[src/rtl/divisor_restaurador.sv]
// divisor_restaurador: sequential signed divider (restoring, radix 2).
//
// Divides a signed ANCHO_DIVIDENDO-bit dividend by a signed ANCHO_DIVISOR-bit
// divisor on operand magnitudes, one quotient bit per clock. A final FIX cycle
// applies the signs and handles the divide-by-zero and overflow cases. It uses
// the same valid/done handshake as the Booth multiplier.
//
// Ports:
//   clk        rising-edge clock
//   rst        asynchronous reset, active high
//   valid      start request, sampled only while idle
//   dividendo  signed dividend, captured on the accept edge
//   divisor    signed divisor, captured on the accept edge
//   cociente   signed quotient, truncated toward zero (registered)
//   residuo    signed remainder, same sign as the dividend (registered)
//   error      divide-by-zero or overflow flag for the current result
//   done       one-cycle pulse when the results are valid
//   ocupado    (only with DIVISOR_OCUPADO_EN) high from accept until FIX
//
// Optional feature macro: DIVISOR_OCUPADO_EN adds the ocupado output.

module divisor_restaurador #(
  parameter int ANCHO_DIVIDENDO = 16,
  parameter int ANCHO_DIVISOR   = 8
) (
  input  logic                       clk,
  input  logic                       rst,
  input  logic                       valid,
  input  logic [ANCHO_DIVIDENDO-1:0] dividendo,
  input  logic [ANCHO_DIVISOR-1:0]   divisor,
  output logic [ANCHO_DIVIDENDO-1:0] cociente,
  output logic [ANCHO_DIVISOR-1:0]   residuo,
  output logic                       error,
  output logic                       done
`ifdef DIVISOR_OCUPADO_EN
  ,
  output logic                       ocupado
`endif
);

  localparam int W  = ANCHO_DIVIDENDO;
  localparam int D  = ANCHO_DIVISOR;
  localparam int CW = $clog2(W);

  localparam logic [1:0] IDLE   = 2'd0;
  localparam logic [1:0] DIVIDE = 2'd1;
  localparam logic [1:0] FIX    = 2'd2;

  localparam logic [W-1:0] Q_MAX = {1'b0, {(W-1){1'b1}}};
  localparam logic [W-1:0] Q_MIN = {1'b1, {(W-1){1'b0}}};

  logic [1:0]    estado;
  logic [W-1:0]  q;
  logic [D-1:0]  m;
  logic [D:0]    r;
  logic          signo_dvd;
  logic          signo_dvs;
  logic          div_cero;
  logic [CW-1:0] contador;

  logic [D+1:0]  resta;
  logic [D:0]    paso_r;
  logic [W-1:0]  paso_q;

  logic          signo_q;
  logic [W-1:0]  cociente_fix;
  logic [D-1:0]  residuo_fix;
  logic          error_fix;

  // One restoring step: shift {R,Q} left, try R - M, keep it if non-negative.
  // R is always below M, so the shifted value fits in D+1 bits and the
  // extra top bit of resta only carries the sign of the trial subtraction.
  always_comb begin
    resta  = {r, q[W-1]} - {2'b00, m};
    paso_q = {q[W-2:0], 1'b0};
    paso_r = {r[D-1:0], q[W-1]};
    if (!resta[D+1]) begin
      paso_r = resta[D:0];
      paso_q = {q[W-2:0], 1'b1};
    end
  end

  // Sign correction and the two saturating cases. Only -2^(W-1) / -1 can
  // produce a positive quotient magnitude with the top bit set.
  always_comb begin
    signo_q      = signo_dvd ^ signo_dvs;
    cociente_fix = signo_q ? -q : q;
    residuo_fix  = signo_dvd ? -r[D-1:0] : r[D-1:0];
    error_fix    = 1'b0;
    if (div_cero) begin
      cociente_fix = signo_dvd ? Q_MIN : Q_MAX;
      residuo_fix  = '0;
      error_fix    = 1'b1;
    end else if (!signo_q && q[W-1]) begin
      cociente_fix = Q_MAX;
      residuo_fix  = '0;
      error_fix    = 1'b1;
    end
  end

  // Control and datapath registers. valid is only looked at in IDLE, so a
  // request during DIVIDE or FIX is simply dropped.
  always_ff @(posedge clk or posedge rst) begin
    if (rst) begin
      estado    <= IDLE;
      q         <= '0;
      m         <= '0;
      r         <= '0;
      signo_dvd <= 1'b0;
      signo_dvs <= 1'b0;
      div_cero  <= 1'b0;
      contador  <= '0;
      cociente  <= '0;
      residuo   <= '0;
      error     <= 1'b0;
      done      <= 1'b0;
`ifdef DIVISOR_OCUPADO_EN
      ocupado   <= 1'b0;
`endif
    end else begin
      done <= 1'b0;
      case (estado)
        IDLE: begin
          if (valid) begin
            q         <= dividendo[W-1] ? -dividendo : dividendo;
            m         <= divisor[D-1] ? -divisor : divisor;
            r         <= '0;
            signo_dvd <= dividendo[W-1];
            signo_dvs <= divisor[D-1];
            div_cero  <= (divisor == '0);
            contador  <= '0;
            estado    <= (divisor == '0) ? FIX : DIVIDE;
`ifdef DIVISOR_OCUPADO_EN
            ocupado   <= 1'b1;
`endif
          end
        end
        DIVIDE: begin
          q        <= paso_q;
          r        <= paso_r;
          contador <= contador + CW'(1);
          if (contador == CW'(W-1)) begin
            estado <= FIX;
          end
        end
        FIX: begin
          cociente <= cociente_fix;
          residuo  <= residuo_fix;
          error    <= error_fix;
          done     <= 1'b1;
          estado   <= IDLE;
`ifdef DIVISOR_OCUPADO_EN
          ocupado  <= 1'b0;
`endif
        end
        default: begin
          estado <= IDLE;
        end
      endcase
    end
  end

endmodule

[config.mk]
export PLATFORM = sky130hd
export DESIGN_NAME = divisor_restaurador
export DESIGN_NICKNAME = d
export VERILOG_FILES = /design/src/rtl/divisor_restaurador.sv
export SDC_FILE = /design/constraint.sdc
export NUM_CORES = 1
export LEC_CHECK = 0
export ABC_AREA = 1
export CAP_MARGIN = 20
export CORE_MARGIN = 1.5
export CORE_UTILIZATION = 40
export CTS_CLUSTER_DIAMETER = 60
export CTS_CLUSTER_SIZE = 40
export DETAILED_ROUTE_END_ITERATION = 16
export PLACE_DENSITY = 0.68
export SKIP_CTS_REPAIR_TIMING = 1
export SLEW_MARGIN = 5
export SYNTH_ARGS = -nofsm -noshare
export SYNTH_HDL_FRONTEND = slang
export SYNTH_SLANG_ARGS = --single-unit
[constraint.sdc]
create_clock -name clk -period 2.38 [get_ports clk]
set_input_delay 0.476 -clock clk [delete_from_list [all_inputs] [get_ports clk]]
set_output_delay 0.476 -clock clk [all_outputs]
set_load 0.005 [all_outputs]
After elaboration in Yosys (flattened, before gate mapping)
Cells that the tools add are included.
- add/sub/neg operators: 6
- multipliers: 0
- div/mod/pow operators: 0
- magnitude comparators: 0
- equal/unequal tests: 5
- shift-type cells: 0
- mux-type cells: 24
- bitwise logic cells: 1
- reductions and logical operators: 8
- operator list (operator ; number):
    16-bit two-way mux ; 6
    8-bit two-way mux ; 4
    16-bit negation ; 2
    16-bit one-hot mux with 2 select lines ; 1
    9-bit two-way mux ; 2
    9-bit one-hot mux with 2 select lines ; 1
    8-bit negation ; 2
    10-bit by 8-bit subtractor with 10-bit output ; 1
    8-bit logical NOT ; 1
    4-bit one-hot mux with 2 select lines ; 1
    2-bit two-way mux ; 3
    2-bit AND reduction ; 3
    4-bit by 1-bit adder with 4-bit output, second input constant ; 1
    4-bit == test, second input constant ; 1
    1-bit two-way mux ; 4
    4-bit two-way mux ; 1
    2-bit inequality test, second input constant ; 2
    2-bit one-hot mux with 2 select lines ; 1
    2-bit by 1-bit == test with 1-bit output, second input constant ; 1
    2-bit == test, second input constant ; 1
    2-bit logical NOT ; 1
    2-bit nonzero test ; 1
    1-bit logical AND ; 1
    1-bit logical NOT ; 1
    1-bit bitwise XOR ; 1
- register bits after elaboration: 68
- bits in latches: 0
- RAM bits: 0
- ROM bits: 0
- output and inout bits: 26
- word-level logic and storage cells: 56
- memories kept: 0

Longest topological paths before layout
- depth in word-level cells: 5
- depth in mapped cells: 13
- depth with buffers taken out: 13

Worst setup path after synthesis
No wires, ideal clock.
- path type: register -> register
- start: register q[15]
- end: register r[8]
- setup time: 0.118 ns
- data arrival time: 1.648 ns
- setup slack: 0.614 ns
- stages on the path, launching flop included: 13
- path buffers: 0
- cell sequence: dfrtp_1 -> inv_1 -> ha_1 -> inv_1 -> fa_1 -> nand2_1 -> nand3_1 -> nand2_1 -> nand3_1 -> nand2_1 -> nand2_1 -> nand3_1 -> nand2_1
- cells in the longest elaborated chain, start to end: 3
- RTL lines (element ; RTL line ; source):
    start, declared ; 53 ; logic [W-1:0] q;
    start signal, assigned ; 125 ; q <= dividendo[W-1] ? -dividendo : dividendo;
    start signal, assigned ; 139 ; q <= paso_q;
    10-bit by 8-bit subtractor with 10-bit output ; 74 ; resta = {r, q[W-1]} - {2'b00, m};
    9-bit two-way mux ; 77 ; if (!resta[D+1]) begin
    9-bit one-hot mux with 2 select lines ; 122 ; case (estado)
    end signal, assigned ; 140 ; r <= paso_r;
    end, declared ; 55 ; logic [D:0] r;
No other way between the ends.
A chain may end at the register's enable or synchronous reset.

Final worst setup path
Ends and elaborated chain as after synthesis.

==> results.txt <==
* Outcome: complete, no violations
- For the pin with the worst max-slew slack, the measured transition is 0.485 ns.
* Final Max Slew Viols: 0
* Fin Setup TNS: 0 ns
* Vertical die dimension: around 110 um
- Number of setup violations in the final report: 0
- Cts bufs inserted: 9
- Maximum number of pins on one net before global-route repair: 69
- Leakage power total: ~2.7 nW
- Number of global-route vias before repair: around 3900
* Post-DP HPWL: 8380 um
- Cell area after synthesis: about 4500 um^2
- Count of cell types in the netlist: 40
- Max Clock Skew: about 0.011 ns
* Number of primary I/O pins: between 50 and 60
- The die covers between 10000 and 15000 um^2.
* # diodes: 0
* Commonest cells post-synth: sky130_fd_sc_hd__nand2_1 (186), sky130_fd_sc_hd__inv_1 (72), sky130_fd_sc_hd__nand3_1 (69)
- Registers take 1700 um^2.
- Number of H-tree branching levels: 3
- Remaining DRCs: 0
- Arrival time reported for the critical path endpoint: around 2.2 ns
* DRT Pass-1 Iters: 7
- For this run, the top clock speed supported by timing is between 500 and 600 MHz.
- In this run the deepest clock path goes through 2 buffers.
- PortBufs: 52
- Sequential area share after synthesis: between 30 and 40%
- Worst min-delay path class: reg -> reg
- Most used flip-flop cell after synthesis: sky130_fd_sc_hd__dfrtp_1
- Power per standard cell area: 1450 nW/um^2
- Antenna violation net count after detailed routing: 0
- After synthesis, the share of flip-flops with an asynchronous set or reset is between 90% and 100%.
- Global routing used a little under a fifth of the available tracks.
- Type of the worst setup path: reg -> reg
- Relative to the synthesized area, the layout overhead comes to 20.2%.
- At the worst endpoint, the required time is approximately 2.6 ns.
- Worst IR Drop VDD: approximately 0.49 mV
- Adder-cell share of the synthesized area: between 4 and 5%
* Number of nets produced by synthesis: roughly 680
- Cells with a size suffix above 1 make up around 7.4% of the layout.
- The clock net in this run drives a total of 68 sinks.
- Of all cell types, the one taking the most synthesized area is sky130_fd_sc_hd__dfrtp_1.
* Multiplexer area fraction after synthesis: 0%
- In this run the cell area measured after placement is roughly 5200 um^2.
* Design Area, Final: between 5000 and 6000 um^2
- Synthesis produced between 600 and 700 cells.
- Post-Syn Area per Cell: between 7 and 8 um^2
- Number of warning messages in the yosys log: 0
- Wire length after detailed routing: approximately 11000 um
- Core region area: between 10000 and 15000 um^2
- Post-synthesis share of cell area spent on and, or, nand and nor gates: between 30% and 40%
- Dividing the detail-routed via count by the number of cells gives around 5.
- Hold is met by 0.480 ns.
* Clock tree from TritonCTS: yes
- Count of flip-flops with a built-in enable after synthesis: 0
* Dominant combinational cell family by area after synthesis: simple AND/OR/NAND/NOR gates
* Placer congestion estimate: roughly 0.9
- Starting density of the core: around 41%
- Xor-xnor portion of the synthesized cell area: between 2 and 2.5%
* Remaining max-slew budget at the tightest pin: roughly two thirds
- Die X-Extent: about 110 um
- Number of violations reported at the end of detailed-routing iteration 0: approximately 270
- Synthesis inferred 68 register bits.
- Minimum clock period: slightly below 2 ns
- By area the synthesized netlist is led by sky130_fd_sc_hd__dfrtp_1 (38%), sky130_fd_sc_hd__nand2_1 (16%), sky130_fd_sc_hd__nand3_1 (7.7%).
* Global-route wire length before repair: roughly 18000 um
* Max cap viols: 0
- After detailed routing, the average wire length per cell comes to 13.0 um.
* Net count, final: 735
- Summing the areas of all compound-gate instances in the mapped netlist gives between 10% and 20% of the synthesized area.
- sky130_fd_sc_hd__nand2_1 is the most common cell in the netlist.
- After synthesis, the largest area contributor takes up a little under two fifths of total cell area.
* Setup crit end kind: flop
- CTS placed an instance of sky130_fd_sc_hd__clkbuf_8 at the clock tree root.
- Aggregate global routing overflow: 0
- For the worst-skew pair, the clock arrives at the later sink with an insertion delay of 0.35 ns.
- CTS clk-pin slew, worst paths: approximately 0.08 ns
- Number of standard-cell rows in the floorplan: 38
- Unrepaired setup endpoints after global routing: false
* Number of fill cells: between 1000 and 1500
- Number of endpoints with negative hold slack in the final report: 0
- Final period utilization: 81.4%
- In the final layout, the multi-input gates occupy about 2400 um^2.
* Number of antenna violations at the first check in global routing: 0
- Maximum fanout count along the critical path: 4
* Total vias in the final route: 4282
* Type of origin of the critical path: flop
==> sequential cells by signal (all words and copies together) (netlist names) <==
signal	count
signo_dvd	1
r	9
q	16
div_cero	1
error	1
residuo	8
cociente	16
contador	4
signo_dvs	1
estado	2
done	1
m	8
==> cell usage in the layout, fill, tap and decap left out, types with 3 or more instances in the layout <==
cell type                         instances
sky130_fd_sc_hd__o31ai_1                  3
sky130_fd_sc_hd__nor3_1                   6
sky130_fd_sc_hd__nor2_1                  45
sky130_fd_sc_hd__inv_1                   71
sky130_fd_sc_hd__xnor2_1                  3
sky130_fd_sc_hd__clkbuf_8                 9
sky130_fd_sc_hd__bufinv_16                3
sky130_fd_sc_hd__o22ai_1                  5
sky130_fd_sc_hd__nand3b_1                 7
sky130_fd_sc_hd__nand4_1                  7
sky130_fd_sc_hd__a21oi_1                 23
sky130_fd_sc_hd__dfrtp_1                 68
sky130_fd_sc_hd__clkdlybuf4s50_1         52
sky130_fd_sc_hd__nand2_1                186
sky130_fd_sc_hd__nand3_1                 69
sky130_fd_sc_hd__o21a_1                   3
sky130_fd_sc_hd__a31oi_1                  4
sky130_fd_sc_hd__nand2_2                  7
sky130_fd_sc_hd__o21ai_1                  8
sky130_fd_sc_hd__ha_1                    13
sky130_fd_sc_hd__buf_4                    5
sky130_fd_sc_hd__o21ai_0                 56
sky130_fd_sc_hd__xor2_1                   9
sky130_fd_sc_hd__nor2_2                   3
sky130_fd_sc_hd__inv_2                    8
==> per-layer routing <==
layer / track usage (%) / part of all wire [%] / wire length, um / up-vias
met2: 28.6 / 43 / 4650 / 133
met3: 3.41 / 5.9 / 650 / 11
met4: 5.55 / 1.2 / 135 / 0
met5: 0 / 0 / 0 / -
met1: 28.3 / 50 / 5500 / 1925
li1: - / - / - / 2213
==> kinds of logic after synthesis <==
kind of cell | after synthesis
flip-flops | 68
AO/OA/AOI/OAI | 111
adder cells (fa/ha/maj) | 14
AND/OR/NAND/NOR | 339
XOR/XNOR | 12
buffers and inverters | 98
==> through the flow <==
| stage | power [mW] | utilization [%] | worst slack, ns | std cells |
|---|---|---|---|---|
| 2_1_floorplan | 5.37 | - | 0.192 | 642 |
| 3_3_place_gp | 6.56 | 47.5 | 0.264 | 823 |
| 3_5_place_dp | 6.69 | 47.5 | 0.237 | 823 |
| 4_1_cts | 7.86 | 49.7 | 0.437 | 839 |
| 5_1_grt | 8.59 | 49.7 | 0.257 | 839 |
| 6_report | 7.85 | 49.7 | 0.442 | 839 |
==> worst max-delay path: stages (launching register included) <==
cell and delay, ns:
sky130_fd_sc_hd__dfrtp_1 0.41, sky130_fd_sc_hd__inv_1 0.12, sky130_fd_sc_hd__ha_1 0.15, sky130_fd_sc_hd__inv_1 0.09, sky130_fd_sc_hd__fa_1 0.43, sky130_fd_sc_hd__nand2_1 0.09
sky130_fd_sc_hd__nand3_1 0.11, sky130_fd_sc_hd__nand2_1 0.11, sky130_fd_sc_hd__nand3_1 0.08, sky130_fd_sc_hd__nand2_1 0.07, sky130_fd_sc_hd__nand2_1 0.05, sky130_fd_sc_hd__nand3_1 0.06
sky130_fd_sc_hd__nand2_1 0.06
==> power by group <==
group / total, mW / switching (mW) / internal (mW)
logic: 4.54 / 2.73 / 1.81
clock network: 1.15 / 0.452 / 0.698
registers: 2.16 / 0.452 / 1.71
==> path summary, 6_finish.rpt <==
kind                       slack (ns)  depth (start not counted)            to         start
setup / recovery                 0.44                         12          r[8]         q[15]
hold / removal                   0.48                          2  cociente[10]  cociente[10]
setup reg to reg                 0.44                         12          r[8]         q[15]
hold reg to reg                  0.48                          2  cociente[10]  cociente[10]
max in group asynchronous        1.58                          3   contador[1]           rst
min in group asynchronous        0.51                          3    residuo[5]           rst
==> cell type report <==
cell class / instances / area share, %
clock buffers: 10 / 2.36
clock inverters: 6 / 2.08
inverters: 81 / 5.71
multi-input cells: 476 / 44.5
flip-flops and latches: 68 / 31.4
well taps: 140 / 3.24
repair buffers: 58 / 10.7
Note: power is estimated with default switching activity, not from simulation.
